===== src/rtl/lzma2_output_serializer_pkg.sv =====
// Shared types, constants and byte-lane helpers for the LZMA2 output serializer.
package lzma2_output_serializer_pkg;

    localparam logic [7:0] LZMA2_END_MARKER   = 8'h00;
    localparam int         SER_BEATS_PER_WORD = 8;
    localparam logic [5:0] SER_WORD_BYTES     = 6'd32;

    typedef enum logic [1:0] {
        IDLE    = 2'd0,
        SHIFT   = 2'd1,
        MARKER  = 2'd2,
        TRAILER = 2'd3
    } ser_state_t;

    // A word is legal when it carries 1..32 bytes, and exactly 32 unless it closes the stream.
    function automatic logic bytes_legal(input logic [5:0] n, input logic last);
        logic ok;
        if (n == 6'd0 || n > SER_WORD_BYTES) begin
            ok = 1'b0;
        end else if (!last && n != SER_WORD_BYTES) begin
            ok = 1'b0;
        end else begin
            ok = 1'b1;
        end
        return ok;
    endfunction

    function automatic logic [3:0] keep_for(input logic [5:0] rem);
        logic [3:0] k;
        if (rem >= 6'd4) begin
            k = 4'b1111;
        end else begin
            case (rem[1:0])
                2'd0:    k = 4'b0000;
                2'd1:    k = 4'b0001;
                2'd2:    k = 4'b0011;
                2'd3:    k = 4'b0111;
                default: k = 4'b0000;
            endcase
        end
        return k;
    endfunction

    function automatic logic [2:0] beat_bytes(input logic [5:0] rem);
        logic [2:0] b;
        if (rem >= 6'd4) begin
            b = 3'd4;
        end else begin
            b = rem[2:0];
        end
        return b;
    endfunction

    function automatic logic [31:0] lane_mask(input logic [31:0] w, input logic [3:0] keep);
        logic [31:0] r;
        for (int j = 0; j < 4; j++) begin
            r[8*j +: 8] = keep[j] ? w[8*j +: 8] : 8'h00;
        end
        return r;
    endfunction

    function automatic logic [31:0] lane_pick(input logic [255:0] w, input logic [2:0] idx);
        logic [31:0] r;
        r = 32'h0000_0000;
        for (int i = 0; i < SER_BEATS_PER_WORD; i++) begin
            if (idx == 3'(i)) begin
                r = w[32*i +: 32];
            end
        end
        return r;
    endfunction

endpackage


===== src/rtl/lzma2_output_serializer_if.sv =====
// Word-in / beat-out stream bundle between the compression engine, serializer and host side.
interface lzma2_output_serializer_if;

    logic [255:0] in_data;
    logic         in_valid;
    logic         in_ready;
    logic         in_last;
    logic [5:0]   in_bytes;
    logic [31:0]  out_data;
    logic [3:0]   out_keep;
    logic         out_valid;
    logic         out_ready;
    logic         out_last;

    modport master (
        output in_data, in_valid, in_last, in_bytes, out_ready,
        input  in_ready, out_data, out_keep, out_valid, out_last
    );

    modport slave (
        input  in_data, in_valid, in_last, in_bytes, out_ready,
        output in_ready, out_data, out_keep, out_valid, out_last
    );

endinterface


===== src/rtl/lzma2_output_serializer.sv =====
// Serializes 256-bit compressed words into 32-bit little-endian beats, then appends
// the end-of-stream marker and an optional payload byte-count trailer.
module lzma2_output_serializer
    import lzma2_output_serializer_pkg::*;
#(
    parameter bit         EMIT_TRAILER = 1'b1,
    parameter logic [7:0] END_MARKER   = LZMA2_END_MARKER
) (
    input  logic                     clk,
    input  logic                     rst_n,
    lzma2_output_serializer_if.slave bus,
    output logic                     busy,
    output logic [31:0]              byte_count,
    output logic                     proto_err
);

    ser_state_t   state_r, state_s;
    logic [255:0] buf_r, buf_s;
    logic [5:0]   rem_r, rem_s;
    logic [2:0]   idx_r, idx_s;
    logic         last_r, last_s;
    logic         out_valid_r, out_valid_s;
    logic [31:0]  out_data_r, out_data_s;
    logic [3:0]   out_keep_r, out_keep_s;
    logic         out_last_r, out_last_s;
    logic         busy_r, busy_s;
    logic [31:0]  count_r, count_s;
    logic         proto_err_r, proto_err_s;
    logic         new_stream_r, new_stream_s;
    logic         ready_en_r;

    logic         in_ready_s, accept_s, hs_s, legal_s;
    logic [5:0]   eff_s, rem_next_s;
    logic [2:0]   idx_next_s;
    logic [3:0]   keep_next_s, keep_load_s;

    // Holds in_ready low while reset is asserted and until the first clock after release.
    always_ff @(posedge clk or negedge rst_n) begin
        if (!rst_n) begin
            ready_en_r <= 1'b0;
        end else begin
            ready_en_r <= 1'b1;
        end
    end

    // Word acceptance: idle, or chaining onto the final beat of a non-last word.
    always_comb begin
        in_ready_s = 1'b0;
        if (!ready_en_r) begin
            in_ready_s = 1'b0;
        end else if (state_r == IDLE) begin
            in_ready_s = 1'b1;
        end else if (state_r == SHIFT && rem_r <= 6'd4 && !last_r) begin
            in_ready_s = bus.out_ready;
        end else begin
            in_ready_s = 1'b0;
        end
    end

    // Next-state and next-beat computation; outputs are registered from these values.
    always_comb begin
        state_s      = state_r;
        buf_s        = buf_r;
        rem_s        = rem_r;
        idx_s        = idx_r;
        last_s       = last_r;
        out_valid_s  = out_valid_r;
        out_data_s   = out_data_r;
        out_keep_s   = out_keep_r;
        out_last_s   = out_last_r;
        busy_s       = busy_r;
        count_s      = count_r;
        proto_err_s  = proto_err_r;
        new_stream_s = new_stream_r;

        hs_s        = out_valid_r && bus.out_ready;
        accept_s    = in_ready_s && bus.in_valid;
        legal_s     = bytes_legal(bus.in_bytes, bus.in_last);
        eff_s       = legal_s ? bus.in_bytes : SER_WORD_BYTES;
        keep_load_s = keep_for(eff_s);
        rem_next_s  = rem_r - 6'd4;
        idx_next_s  = idx_r + 3'd1;
        keep_next_s = keep_for(rem_next_s);

        case (state_r)
            IDLE: begin
                out_valid_s = 1'b0;
            end
            SHIFT: begin
                if (hs_s) begin
                    count_s = count_r + {29'd0, beat_bytes(rem_r)};
                    if (rem_r > 6'd4) begin
                        rem_s      = rem_next_s;
                        idx_s      = idx_next_s;
                        out_keep_s = keep_next_s;
                        out_data_s = lane_mask(lane_pick(buf_r, idx_next_s), keep_next_s);
                    end else if (last_r) begin
                        state_s    = MARKER;
                        out_data_s = {24'h00_0000, END_MARKER};
                        out_keep_s = 4'b0001;
                        out_last_s = !EMIT_TRAILER;
                    end else begin
                        // Mid-stream gap; a same-cycle accept below overrides this.
                        state_s     = IDLE;
                        out_valid_s = 1'b0;
                        out_data_s  = 32'h0000_0000;
                        out_keep_s  = 4'b0000;
                        out_last_s  = 1'b0;
                    end
                end else begin
                    state_s = SHIFT;
                end
            end
            MARKER: begin
                if (hs_s && EMIT_TRAILER) begin
                    state_s    = TRAILER;
                    out_data_s = count_r;
                    out_keep_s = 4'b1111;
                    out_last_s = 1'b1;
                end else if (hs_s) begin
                    state_s      = IDLE;
                    out_valid_s  = 1'b0;
                    out_data_s   = 32'h0000_0000;
                    out_keep_s   = 4'b0000;
                    out_last_s   = 1'b0;
                    busy_s       = 1'b0;
                    new_stream_s = 1'b1;
                end else begin
                    state_s = MARKER;
                end
            end
            TRAILER: begin
                if (hs_s) begin
                    state_s      = IDLE;
                    out_valid_s  = 1'b0;
                    out_data_s   = 32'h0000_0000;
                    out_keep_s   = 4'b0000;
                    out_last_s   = 1'b0;
                    busy_s       = 1'b0;
                    new_stream_s = 1'b1;
                end else begin
                    state_s = TRAILER;
                end
            end
            default: begin
                state_s     = IDLE;
                out_valid_s = 1'b0;
                out_data_s  = 32'h0000_0000;
                out_keep_s  = 4'b0000;
                out_last_s  = 1'b0;
            end
        endcase

        if (accept_s) begin
            state_s      = SHIFT;
            buf_s        = bus.in_data;
            rem_s        = eff_s;
            idx_s        = 3'd0;
            last_s       = bus.in_last;
            out_valid_s  = 1'b1;
            out_keep_s   = keep_load_s;
            out_data_s   = lane_mask(bus.in_data[31:0], keep_load_s);
            out_last_s   = 1'b0;
            busy_s       = 1'b1;
            new_stream_s = 1'b0;
            // Only reachable from IDLE, so no payload count update competes with the clear.
            if (new_stream_r) begin
                count_s = 32'h0000_0000;
            end else begin
                count_s = count_s;
            end
            if (!legal_s) begin
                proto_err_s = 1'b1;
            end else begin
                proto_err_s = proto_err_s;
            end
        end else begin
            new_stream_s = new_stream_s;
        end
    end

    // State and output registers.
    always_ff @(posedge clk or negedge rst_n) begin
        if (!rst_n) begin
            state_r      <= IDLE;
            buf_r        <= 256'd0;
            rem_r        <= 6'd0;
            idx_r        <= 3'd0;
            last_r       <= 1'b0;
            out_valid_r  <= 1'b0;
            out_data_r   <= 32'h0000_0000;
            out_keep_r   <= 4'b0000;
            out_last_r   <= 1'b0;
            busy_r       <= 1'b0;
            count_r      <= 32'h0000_0000;
            proto_err_r  <= 1'b0;
            new_stream_r <= 1'b1;
        end else begin
            state_r      <= state_s;
            buf_r        <= buf_s;
            rem_r        <= rem_s;
            idx_r        <= idx_s;
            last_r       <= last_s;
            out_valid_r  <= out_valid_s;
            out_data_r   <= out_data_s;
            out_keep_r   <= out_keep_s;
            out_last_r   <= out_last_s;
            busy_r       <= busy_s;
            count_r      <= count_s;
            proto_err_r  <= proto_err_s;
            new_stream_r <= new_stream_s;
        end
    end

    assign bus.in_ready  = in_ready_s;
    assign bus.out_valid = out_valid_r;
    assign bus.out_data  = out_data_r;
    assign bus.out_keep  = out_keep_r;
    assign bus.out_last  = out_last_r;
    assign busy          = busy_r;
    assign byte_count    = count_r;
    assign proto_err     = proto_err_r;

endmodule


===== src/flat_wrapper.sv =====
// flat-port wrapper written by rule: the top's interface ports become plain ports
module lzma2_output_serializer_flat import lzma2_output_serializer_pkg::*;
#(
    parameter bit         EMIT_TRAILER = 1'b1,
    parameter logic [7:0] END_MARKER   = LZMA2_END_MARKER
)
  (clk, rst_n, busy, byte_count, proto_err, bus_in_data, bus_in_valid, bus_in_last, bus_in_bytes, bus_out_ready, bus_in_ready, bus_out_data, bus_out_keep, bus_out_valid, bus_out_last);
  lzma2_output_serializer_if bus_i ();
  input  logic clk;
  input  logic rst_n;
  output logic busy;
  output logic [31:0] byte_count;
  output logic proto_err;
  input wire logic [$bits(bus_i.in_data)-1:0] bus_in_data;
  input wire logic [$bits(bus_i.in_valid)-1:0] bus_in_valid;
  input wire logic [$bits(bus_i.in_last)-1:0] bus_in_last;
  input wire logic [$bits(bus_i.in_bytes)-1:0] bus_in_bytes;
  input wire logic [$bits(bus_i.out_ready)-1:0] bus_out_ready;
  output wire logic [$bits(bus_i.in_ready)-1:0] bus_in_ready;
  output wire logic [$bits(bus_i.out_data)-1:0] bus_out_data;
  output wire logic [$bits(bus_i.out_keep)-1:0] bus_out_keep;
  output wire logic [$bits(bus_i.out_valid)-1:0] bus_out_valid;
  output wire logic [$bits(bus_i.out_last)-1:0] bus_out_last;
  assign bus_i.in_data = bus_in_data;
  assign bus_i.in_valid = bus_in_valid;
  assign bus_i.in_last = bus_in_last;
  assign bus_i.in_bytes = bus_in_bytes;
  assign bus_i.out_ready = bus_out_ready;
  assign bus_in_ready = bus_i.in_ready;
  assign bus_out_data = bus_i.out_data;
  assign bus_out_keep = bus_i.out_keep;
  assign bus_out_valid = bus_i.out_valid;
  assign bus_out_last = bus_i.out_last;
  lzma2_output_serializer #(.EMIT_TRAILER(EMIT_TRAILER), .END_MARKER(END_MARKER)) u_core (.clk(clk), .rst_n(rst_n), .bus(bus_i), .busy(busy), .byte_count(byte_count), .proto_err(proto_err));
endmodule

===== config.mk =====
export PLATFORM = sky130hd
export DESIGN_NAME = lzma2_output_serializer_flat
export DESIGN_NICKNAME = d
export VERILOG_FILES = /design/src/rtl/lzma2_output_serializer_pkg.sv /design/src/rtl/lzma2_output_serializer_if.sv /design/src/rtl/lzma2_output_serializer.sv /design/src/flat_wrapper.sv
export SDC_FILE = /design/constraint.sdc
export NUM_CORES = 1
export LEC_CHECK = 0
export ABC_AREA = 1
export BUFFER_PORTS_ARGS = -buffer_cell sky130_fd_sc_hd__buf_2
export CORE_MARGIN = 2
export CORE_UTILIZATION = 47
export DETAILED_ROUTE_END_ITERATION = 12
export PLACE_DENSITY_LB_ADDON = 0.15
export SYNTH_ARGS = -nofsm -noshare
export SYNTH_HDL_FRONTEND = slang
export SYNTH_SLANG_ARGS = --single-unit

===== constraint.sdc =====
create_clock -name clk -period 8.71 [get_ports clk]
set_clock_uncertainty 0.2 [all_clocks]
set_input_delay 0 -clock clk [delete_from_list [all_inputs] [get_ports clk]]
set_output_delay 0 -clock clk [all_outputs]
set_load 0.1 [all_outputs]

== After elaboration in Yosys (flattened, before gate mapping) ==
Cells that the tools add are included.
Word-level totals
  bits in registers: 342
  bits of input ports: 267
Cells by class
  add/sub/neg operators: 3
  magnitude comparators: 6
  equality and inequality tests: 24
  mux-type cells: 76
  bitwise operators: 1
  reductions and logical operators: 25
Operator list (number)
  2-to-1 mux 32 bit: 17
  one-hot mux 32 bit (3 select lines): 1
  2-to-1 mux 8 bit: 8
  adder 32 x 3 -> 32 bit: 1
  one-hot mux 4 bit (4 select lines): 2
  2-to-1 mux 6 bit: 5
  2-to-1 mux 4 bit: 7
  2-to-1 mux 3 bit: 7
  2-to-1 mux 1 bit: 20
  >= comparator 6 x 3 -> 1 bit, second input constant: 3
  equality test 2 bit, second input constant: 6
  equality test 3 bit, second input constant: 4
  one-hot mux 4 bit (3 select lines): 1
  2-to-1 mux 2 bit: 5
  AND reduction 5 bit: 2
  != test 3 x 1 -> 1 bit, second input constant: 3
  nonzero test 2 bit: 4
  equality test 2 x 1 -> 1 bit, second input constant: 3
  equality test 3 x 2 -> 1 bit, second input constant: 2
  > comparator 6 x 3 -> 1 bit, second input constant: 1
  > comparator 6 bit, second input constant: 1
  less-or-equal comparator 6 x 3 -> 1 bit, second input constant: 1
  zero test 2 bit: 3
  zero test 6 bit: 1
  19 further kinds: 27

== Longest topological paths before layout ==
Gate-level depths: netlist of the first run.
  depth after elaboration: 15
  depth in mapped cells: 19

== Worst setup path after synthesis of the first run ==
OpenSTA, ideal clock, no wires.
  path type: register to register
  start: register u_core.count_r[0] (netlist: u_core.byte_count[0])
  end: register u_core.count_r[20] (netlist: u_core.byte_count[20])
  setup time: 0.121 ns
  arrival: 2.547 ns
  data required time: 8.389 ns
  slack: 5.842 ns
  stages on the path, launching flop included: 13
  clock period less this slack: 2.868 ns
  path through: dfrtp_1 ha_1 fa_1 nand2_1 nand2_1 nand2_1 nor3_4 nand2_2 nor2_2 nand2_1 nor2_2 xor2_1 nor2_1
On the way
  word-level cells in the longest chain between the ends: 5
RTL lines
  from (decl): RTL line lzma2_output_serializer.sv:27  | logic [31:0] count_r, count_s;
  from (signal assigned): RTL line lzma2_output_serializer.sv:209  | count_r <= count_s;
  adder 32 x 3 -> 32 bit *: RTL line lzma2_output_serializer.sv:91  | count_s = count_r + {29'd0, beat_bytes(rem_r)};
  2-to-1 mux 32 bit *: RTL line lzma2_output_serializer.sv:90  | if (hs_s) begin
  2-to-1 mux 32 bit *: RTL line lzma2_output_serializer.sv:85  | case (state_r)
  2-to-1 mux 32 bit: RTL line lzma2_output_serializer.sv:167  | if (new_stream_r) begin
  2-to-1 mux 32 bit *: RTL line lzma2_output_serializer.sv:154  | if (accept_s) begin
  named net u_core.count_s[20]: RTL line lzma2_output_serializer.sv:27
Mark *: on every way through the listed nets, which the timed path passes. The rest lies on a longest branch.
A chain may end at the register's enable or synchronous reset.

== Worst setup path in the final report of the first run ==
  start: register u_core.idx_r[0]
  end: register u_core.out_data_r[9] (netlist: u_core.bus.out_data[9])
On the way
  word-level cells in the longest chain between the ends: 15
  elaborated cells between the ends (all ways): 22
RTL lines
  from (decl): RTL line lzma2_output_serializer.sv:20  | logic [2:0] idx_r, idx_s;
  from (signal assigned): RTL line lzma2_output_serializer.sv:202  | idx_r <= idx_s;
  adder 3 x 1 -> 3 bit *: RTL line lzma2_output_serializer.sv:82  | idx_next_s = idx_r + 3'd1;
  zero test 3 bit: RTL line lzma2_output_serializer_pkg.sv:66  | if (idx == 3'(i)) begin
  2-to-1 mux 32 bit (7 in series): RTL line lzma2_output_serializer_pkg.sv:66
  2-to-1 mux 32 bit *: RTL line lzma2_output_serializer_pkg.sv:66
  2-to-1 mux 8 bit *: RTL line lzma2_output_serializer_pkg.sv:57  | r[8*j +: 8] = keep[j] ? w[8*j +: 8] : 8'h00;
  2-to-1 mux 32 bit *: RTL line lzma2_output_serializer.sv:92  | if (rem_r > 6'd4) begin
  2-to-1 mux 32 bit *: RTL line lzma2_output_serializer.sv:90
  one-hot mux 32 bit (3 select lines) *: RTL line lzma2_output_serializer.sv:85
  2-to-1 mux 32 bit *: RTL line lzma2_output_serializer.sv:154
  to (signal assigned): RTL line lzma2_output_serializer.sv:205  | out_data_r <= out_data_s;
  to (decl): RTL line lzma2_output_serializer.sv:23  | logic [31:0] out_data_r, out_data_s;
Every way passes the cells marked *; elsewhere a longest branch is shown, timed or not. The select of a mux whose other input is x is not followed.

==> run_results.csv, run 1 <==
group,metric,value,unit
run_status,status,"finished, final reports clean",
cts,clkTransAtPathRegs,0.06,ns
timing,fin_crit_sh,0.5139,
cts,root_buffer,"clkbuf_16",
synthesis,synthXorXnorAreaFrac,0.009389,
timing,rsz0062_at_grt,"false",
placement,place_ws,4.270,ns
timing,setup_violations,0,
floorplan,row_count,71,
worst_setup_path,cp-end-kind,"flip-flop",
power,vdd_ir_drop_max,116.6,uV
grt,grt_start_max_net_pins,182,
synthesis,synth_fa_ha_area_frac,0.009600,
worst_setup_path,r2r-end,"u_core.bus.out_data[9]$_DFFE_PN0P_",
worst_setup_path,reg2reg_depth,12,
finish,final_cell_area,24360,um2
synthesis,yosys.area.top_type_share,0.4814,
routing,wl_per_cell,19.73,um
worst_setup_path,setup.worst_path.end,"u_core.bus.out_data[9]$_DFFE_PN0P_",
power,p_leak,13.46,nW
routing,ant_nets,0,
synthesis,synth_edf_count,0,
routing,dr_total_vias,19150,
grt,grt_first_pass_wirelength,107900,um
cts,cts_sinks,342,
worst_setup_path,crit_path_frequent_cell,"nand2_1",
power,combPwrFrac,0.072,
worst_setup_path,crit_start,"u_core.idx_r[0]$_DFFE_PN0P_",
floorplan,io_pins,340,
worst_setup_path,cpPeakStageDelay,1.05,ns
synthesis,synth_mux_area_frac,0,
finish,nets,3373,
finish,num-fill-cells,3227,
power,p_sw,0.7922,mW
finish,layout-drive-gt1-share,0.1408,
placement,place.gp.congestion,0.9508,
min_path,min_path_type,"in -> reg",
worst_setup_path,crit_required,8.92,ns
synthesis,syn_inst,2485,
power,powerDensity,144.1,nW/um2
worst_setup_path,path_max_fanout,73,
timing,worst_hold_slack,0.01001,ns
synthesis,synth_nets,2765,
power,power.total,3.512,mW
floorplan,die_height,198.2,um
cts,clock_latency,0.54,ns
placement,port_buffers,339,
finish,areaGrowthSynthToFinish,37.46,%
worst_setup_path,start_kind,"flip-flop",
floorplan,die_area,39280,um2
timing,maxSlewHeadroom,0.1273,
synthesis,ys_seq_area_frac,0.4829,
worst_setup_path,r2r_slack,4.23,ns
worst_setup_path,r2r-start,"u_core.idx_r[0]$_DFFE_PN0P_",
synthesis,syn_area,17720,um2
routing,drt_iter0_markers,1839,
floorplan,start_util,0.4739,
timing,slew_viol_final,0,
placement,place_hpwl,46110,um
synthesis,synth_area_leaders,"dfrtp_1 48%, nand2_1 22%, nand3_1 5.8%, inv_1 5.0%, nor2_1 4.0%",
synthesis,ys_ff_latch,342,
grt,antenna_found_initial,1,
worst_setup_path,worstPathCellList,"ha_1 > nand2_1 > nand2_2 > buf_4 > inv_2 > nand2_2 > o21ai_0 > inv_1 > nand2_1 > nand2_1 > nand2_1 > a21oi_1",
placement,post_dp_cell_area,19580,um2
synthesis,synthArstFlopShare,1.000,
grt,grt-ovfl-total,0,
cts,cts_tree,"built",
grt,grt_usage,0.3644,
power,seqPwrFrac,0.453,
run,cap_viol_max_count,0,
cts,cts_made_buffers,39,
power,p_sw_frac,0.2256,
cts,postCtsSetupBuffers,0,
routing,totalWireLength,71700,um
grt,first_global_vias,18790,
synthesis,syn_area_per_cell,7.133,um2
timing,worst_slack,4.234,ns
timing,hold_viol_final,0,
synthesis,synth_simple_gate_area_frac,0.3556,
worst_setup_path,critPathArrivalTime,4.69,ns
routing,drc_errors,0,
floorplan,core_area,37400,um2
synthesis,synth_top_family_by_area,"simple AND/OR/NAND/NOR gates",
synthesis,synth_flop_cell,"dfrtp_1",
cts,clockBufferDepth,3,
synthesis,yosysTopAreaCell,"dfrtp_1",
routing,vias_per_cell,5.271,
timing,final.setup.tns,0,ns
timing,worst_slew_pin_slew,1.309,ns
worst_setup_path,cp_slowest_cell,"nand2_2",
power,intPower,2.720,mW
worst_setup_path,setup.worst_path.class,"reg -> reg",
timing,max_freq,223.4,MHz
cts,cts_max_level,2,
synthesis,synth_compound_area_frac,0.05563,
power,pwr-share-clk,0.476,
synthesis,ys_warn_count,0,
synthesis,synth_cell_types,47,
routing,drt-pass1-iter-count,6,
floorplan,die_w,198.2,um
timing,fin_crit,4.476,ns
[routing by layer]
| metal | part of all wire | track usage |
|---|---|---|
| met5 | 0 | 0 |
| met4 | 0.048 | 0.1635 |
| met3 | 0.081 | 0.05570 |
| met2 | 0.46 | 0.5788 |
| met1 | 0.41 | 0.4941 |
[critical path: cells and delay by family (launching register included)]
family / cells / cell delay [ns]
buf+inv: 3 / 1.37
flops: 1 / 0.41
simple gates: 6 / 1.49
compound gates: 2 / 0.60
fa+ha+maj: 1 / 0.23
[kinds of logic (layout without fill, tap and decap cells)]
| family | Yosys count | count (layout) |
|---|---|---|
| simple gates | 1545 | 1545 |
| other cells | 1 | 4 |
| xor+xnor | 19 | 19 |
| compound gates | 185 | 185 |
| fa+ha+maj | 13 | 13 |
| buf+inv | 380 | 1014 |
| flops | 342 | 342 |
[per-stage QoR]
step | cells | util
2_1_floorplan | 2485 | -
3_3_place_gp | 3214 | 0.5235
3_5_place_dp | 3214 | 0.5235
4_1_cts | 3630 | 0.6513
5_1_grt | 3630 | 0.6513
6_report | 3633 | 0.6515
[cells in the mapped netlist (all sizes together) (2+ instances only)]
| library cell | n |
|---|---|
| a211oi | 3 |
| a21oi | 36 |
| buf | 81 |
| clkbuf | 52 |
| dfrtp | 341 |
| ha | 12 |
| inv | 246 |
| nand2 | 1059 |
| nand3 | 208 |
| nand4 | 34 |
| nor2 | 197 |
| nor3 | 40 |
| nor3b | 2 |
| nor4 | 3 |
| o211ai | 3 |
| o21ai | 122 |
| o22ai | 13 |
| xor2 | 18 |
[layout by cell type (no fill, tap or decap), types with 2 or more instances in the layout]
| cell type | synthesis | routed |
|---|---|---|
| ha_1 | 12 | 11 |
| nor3b_1 | 2 | 2 |
| o21ai_0 | 107 | 107 |
| clkinvlp_4 | 0 | 4 |
| nand2_1 | 1054 | 1053 |
| buf_4 | 4 | 11 |
| clkbuf_16 | 0 | 41 |
| buf_2 | 63 | 338 |
| o22ai_1 | 13 | 13 |
| dlygate4sd3_1 | 0 | 348 |
| nor3_2 | 2 | 2 |
| nor2_1 | 190 | 190 |
| a211oi_1 | 3 | 3 |
| clkbuf_1 | 52 | 9 |
| dfrtp_1 | 341 | 341 |
| o21ai_1 | 14 | 14 |
| nand4_1 | 34 | 34 |
| bufinv_16 | 0 | 3 |
| nor2_2 | 5 | 5 |
| nor3_1 | 37 | 37 |
| xor2_1 | 18 | 18 |
| nor4_1 | 3 | 3 |
| nand3_1 | 206 | 206 |
| inv_1 | 238 | 238 |
| o211ai_1 | 3 | 3 |
| diode_2 | 0 | 3 |
| clkinv_2 | 0 | 5 |
| a21oi_1 | 36 | 36 |
| clkbuf_8 | 0 | 4 |
| inv_2 | 8 | 7 |
| nand2_2 | 5 | 6 |
[worst min path at each step]
stage | start | end | slack, ns | cells past startpoint
final | bus_in_data[51] | u_core.buf_r[51]$_DFFE_PN0N_ | 0.01 | 4
after global placement | rst_n | u_core.buf_r[42]$_DFFE_PN0N_ | -0.09 | 1
after detailed placement | rst_n | u_core.buf_r[42]$_DFFE_PN0N_ | -0.08 | 1
after CTS | bus_in_data[59] | u_core.buf_r[59]$_DFFE_PN0N_ | 0.0006 | 4
after global routing | bus_in_data[153] | u_core.buf_r[153]$_DFFE_PN0N_ | 0.02 | 4
after floorplan | rst_n | u_core.buf_r[0]$_DFFE_PN0N_ | -0.50 | 0
[cell type report]
cell class,count,area (um2),area share
repair buffers,700,5320,0.2184
clock buffers,54,1115,0.04576
inverters,247,934.6,0.03836
well taps,511,639.4,0.02624
flip-flops and latches,342,8559,0.3513
diodes,3,7.507,0.0003081
multi-input cells,1763,7635,0.3134
clock inverters,13,153.9,0.006316
[flip-flops by register name, indices dropped and copies added, names as in the netlist]
name and cells:
u_core.rem_r 6, u_core.ready_en_r 1, u_core.new_stream_r 1, u_core.bus.out_keep 4, u_core.idx_r 3, u_core.byte_count 32
u_core.bus.out_valid 1, u_core.bus.out_last 1, u_core.proto_err 1, u_core.buf_r 256, u_core.bus.out_data 32, u_core.state_r 2
u_core.last_r 1, u_core.busy 1
[what timing repair did]
item,in CTS,in global routing
hold buffers,349,0
hold endpoints to repair,397,0
endpoints found under the setup margin,0,0
resized for setup,0,0
[power groups by stage]
| stage | logic, mW | registers, mW | clock network (mW) |
|---|---|---|---|
| floorplan | 0.00619 | 1.62 | 0 |
| global placement | 0.121 | 1.62 | 0 |
| detailed placement | 0.121 | 1.62 | 0 |
| CTS | 0.240 | 1.59 | 1.68 |
| global route | 0.267 | 1.59 | 1.75 |
| finish | 0.251 | 1.59 | 1.67 |
No activity file was read; power rests on OpenSTA's default activity.
==> run 2: changes to the inputs <==
--- a/config.mk
+++ b/config.mk
@@ -5,7 +5,7 @@
 export SDC_FILE = /design/constraint.sdc
 export NUM_CORES = 1
 export LEC_CHECK = 0
-export ABC_AREA = 1
+export ABC_AREA = 0
 export BUFFER_PORTS_ARGS = -buffer_cell sky130_fd_sc_hd__buf_2
 export CORE_MARGIN = 2
 export CORE_UTILIZATION = 47
==> constraint.sdc (replaced) <==
create_clock -name clk -period 4.1 [get_ports clk]
set_clock_uncertainty 0.2 [all_clocks]
set_input_delay 0 -clock clk [delete_from_list [all_inputs] [get_ports clk]]
set_output_delay 0 -clock clk [all_outputs]
set_load 0.1 [all_outputs]
==> run_results.csv, run 2 <==
group,metric,value,unit
run_status,status,"finished with violations",
run_status,violations,"negative hold slack",
cts,clock_latency,0.53,ns
synthesis,synth_top_family_by_area,"simple AND/OR/NAND/NOR gates",
synthesis,synth_simple_gate_area_frac,0.2755,
placement,place_hpwl,38750,um
worst_setup_path,crit_cells,10,
synthesis,yosysTopAreaCell,"dfrtp_1",
worst_setup_path,cp-end-kind,"flip-flop",
worst_setup_path,setup.worst_path.class,"reg -> reg",
grt,grt_start_max_net_pins,127,
power,vdd_ir_drop_max,708.1,uV
finish,layout-drive-gt1-share,0.1775,
floorplan,start_util,0.4800,
synthesis,ys_top_cells_by_count,"902 x nand2_1, 341 x dfrtp_1, 86 x a21oi_1, 73 x nor2_1, 67 x clkbuf_1",
finish,layout_common_cells,"901 x nand2_1, 341 x dfrtp_1, 338 x buf_2, 290 x dlygate4sd3_1, 86 x a21oi_1",
synthesis,ys_warn_count,0,
routing,ant_nets,0,
worst_setup_path,worstPathCellList,"inv_1 > ha_1 > nor3b_2 > or4b_2 > ha_1 > a21oi_1 > nor3_4 > nand2_1 > or4_1 > a21oi_1",
min_path,min_path_type,"in -> async",
floorplan,core_area,34710,um2
finish,largest_reg_flops,256,
grt,antenna_found_initial,2,
synthesis,syn_area_per_cell,8.330,um2
synthesis,synth_area_leaders,"dfrtp_1 51%, nand2_1 20%, a21oi_1 2.6%, buf_2 1.8%, o21ai_0 1.7%",
finish,final_cell_area,22960,um2
finish,areaGrowthSynthToFinish,37.82,%
synthesis,synth_mux_area_frac,0.001877,
finish,num-fill-cells,2767,
worst_setup_path,start_kind,"flip-flop",
finish,top_register,"u_core.buf_r",
timing,worst_hold_slack,-0.03748,ns
grt,grt_first_pass_wirelength,92770,um
routing,totalWireLength,60150,um
cts,cts_made_buffers,38,
synthesis,synth_flop_cell,"dfrtp_1",
worst_setup_path,crit_buf_inv,1,
worst_setup_path,r2r_slack,0.33,ns
timing,fin_crit,3.767,ns
power,power.total,16.68,mW
synthesis,yosys.area.top_type_share,0.5122,
timing,max_freq,265.5,MHz
worst_setup_path,cp_slowest_cell,"or4b_2",
routing,dr_total_vias,17060,
grt,first_global_vias,16450,
synthesis,synth_cell_types,81,
routing,wl_per_cell,19.69,um
floorplan,die_height,192.3,um
placement,post_dp_cell_area,18720,um2
synthesis,syn_area,16660,um2
worst_setup_path,path_max_fanout,7,
synthesis,synth_fa_ha_area_frac,0.01021,
timing,maxSlewHeadroom,0.2036,
worst_setup_path,path_delay_family,"simple AND/OR/NAND/NOR gates",
synthesis,synth_compound_area_frac,0.1472,
timing,fin_crit_sh,0.9187,
finish,nets,2848,
placement,place.gp.congestion,0.8966,
timing,setup_violations,0,
synthesis,ys_seq_area_frac,0.5137,
cts,cts_sinks,342,
timing,worst_slew_pin_slew,1.195,ns
run,cap_viol_max_count,0,
timing,hold_viol_final,6,
routing,vias_per_cell,5.586,
grt,grt-ovfl-total,0,
cts,cts_tree,"built",
worst_setup_path,crit_required,4.33,ns
synthesis,synthMostInstantiatedCell,"nand2_1",
floorplan,die_w,192.3,um
grt,grt_usage,0.3254,
floorplan,row_count,68,
cts,cts_resized,0,
synthesis,synth_nets,2280,
power,powerDensity,726.2,nW/um2
routing,drt-pass1-iter-count,8,
synthesis,ys_ff_latch,342,
worst_setup_path,cpPeakStageDelay,0.64,ns
floorplan,io_pins,340,
timing,slew_viol_final,0,
timing,rsz0062_at_grt,"false",
synthesis,syn_inst,2000,
routing,drt_iter0_markers,1460,
cts,root_buffer,"clkbuf_16",
worst_setup_path,critPathArrivalTime,4.00,ns
finish,final_common_cell,"nand2_1",
worst_setup_path,reg2reg_depth,10,
synthesis,synthXorXnorAreaFrac,0.01299,
floorplan,die_area,36970,um2
cts,clockBufferDepth,3,
routing,drc_errors,0,
power,p_leak,11.46,nW
placement,port_buffers,339,
cts,cts_max_level,2,
synthesis,synth_edf_count,0,
cts,clkTransAtPathRegs,0.06,ns
timing,final.setup.tns,0,ns
synthesis,synthArstFlopShare,1.000,
[run 2: cell count changes after synthesis, sizes merged, moves of 50 or more]
cell	previous run	this run
a21oi	36	86
inv	246	11
nand2	1059	903
nand3	208	31
nor2	197	75
o21ai	122	71
[run 2: worst paths after layout]
path | end | start
hold reg to reg | u_core.buf_r[93]$_DFFE_PN0N_ | u_core.buf_r[93]$_DFFE_PN0N_
setup reg to reg | u_core.byte_count[26]$_DFF_PN0_ | u_core.rem_r[3]$_DFFE_PN0P_
max in group asynchronous | u_core.buf_r[223]$_DFFE_PN0N_ | rst_n
hold / removal | u_core.state_r[0]$_DFFE_PN0P_ | rst_n
min in group clk | u_core.buf_r[148]$_DFFE_PN0N_ | bus_in_data[148]
setup / recovery | u_core.byte_count[26]$_DFF_PN0_ | u_core.rem_r[3]$_DFFE_PN0P_
[run 2: timing repair]
| action | in CTS | in global routing |
|---|---|---|
| endpoints found under the hold margin | 430 | 0 |
| buffers inserted | 0 | 0 |
| hold buffers | 290 | 0 |
[run 2: power breakdown]
group,internal (mW),switching [mW]
logic,2.20,5.03
registers,4.80,0.984
clock network,2.27,1.39
total,9.27,7.40
[run 2: routing by layer]
metal	track usage	share of wire
met1	0.4719	0.44
met2	0.4950	0.45
met3	0.05710	0.084
met4	0.1086	0.031
met5	0	0
[run 2: worst register-to-register path, cell delays in order (launching register included)]
cell and delay (ns):
dfrtp_1 0.46, inv_1 0.12, ha_1 0.19, nor3b_2 0.18
or4b_2 0.64, ha_1 0.36, a21oi_1 0.26, nor3_4 0.40
nand2_1 0.23, or4_1 0.51, a21oi_1 0.15
[run 2: kinds of logic (layout without fill, tap and decap cells)]
group / Yosys count / in the layout
xor gates and xnor gates: 23 / 23
DFF: 342 / 342
muxes: 3 / 3
buffers and inverters: 148 / 745
AOI/OAI and AO/OA: 356 / 356
adders and majority gates: 13 / 13
other: 1 / 3
and+or+nand+nor: 1114 / 1114
[run 2: cell type report]
cell class,instances,area [um2],share of cell area
antenna,2,5.005,0.0002180
clock buffer,56,1120,0.04877
clock inverter,13,219.0,0.009536
inverter,11,41.29,0.001798
multi-input combinational,1510,7506,0.3269
sequential,342,8559,0.3728
tap,455,569.3,0.02479
timing repair buffer,665,4942,0.2152
[run 2: stage by stage]
stage / hold slack [ns] / setup slack [ns] / cells / util
after floorplan: -0.4956 / 0.5172 / 2000 / -
after global placement: -0.01397 / 0.4113 / 2693 / 0.5391
after detailed placement: -0.01688 / 0.3971 / 2693 / 0.5391
after CTS: 0.0001618 / 0.3790 / 3052 / 0.6613
after global routing: 0.02550 / 0.1806 / 3052 / 0.6613
final: -0.03748 / 0.3334 / 3054 / 0.6615
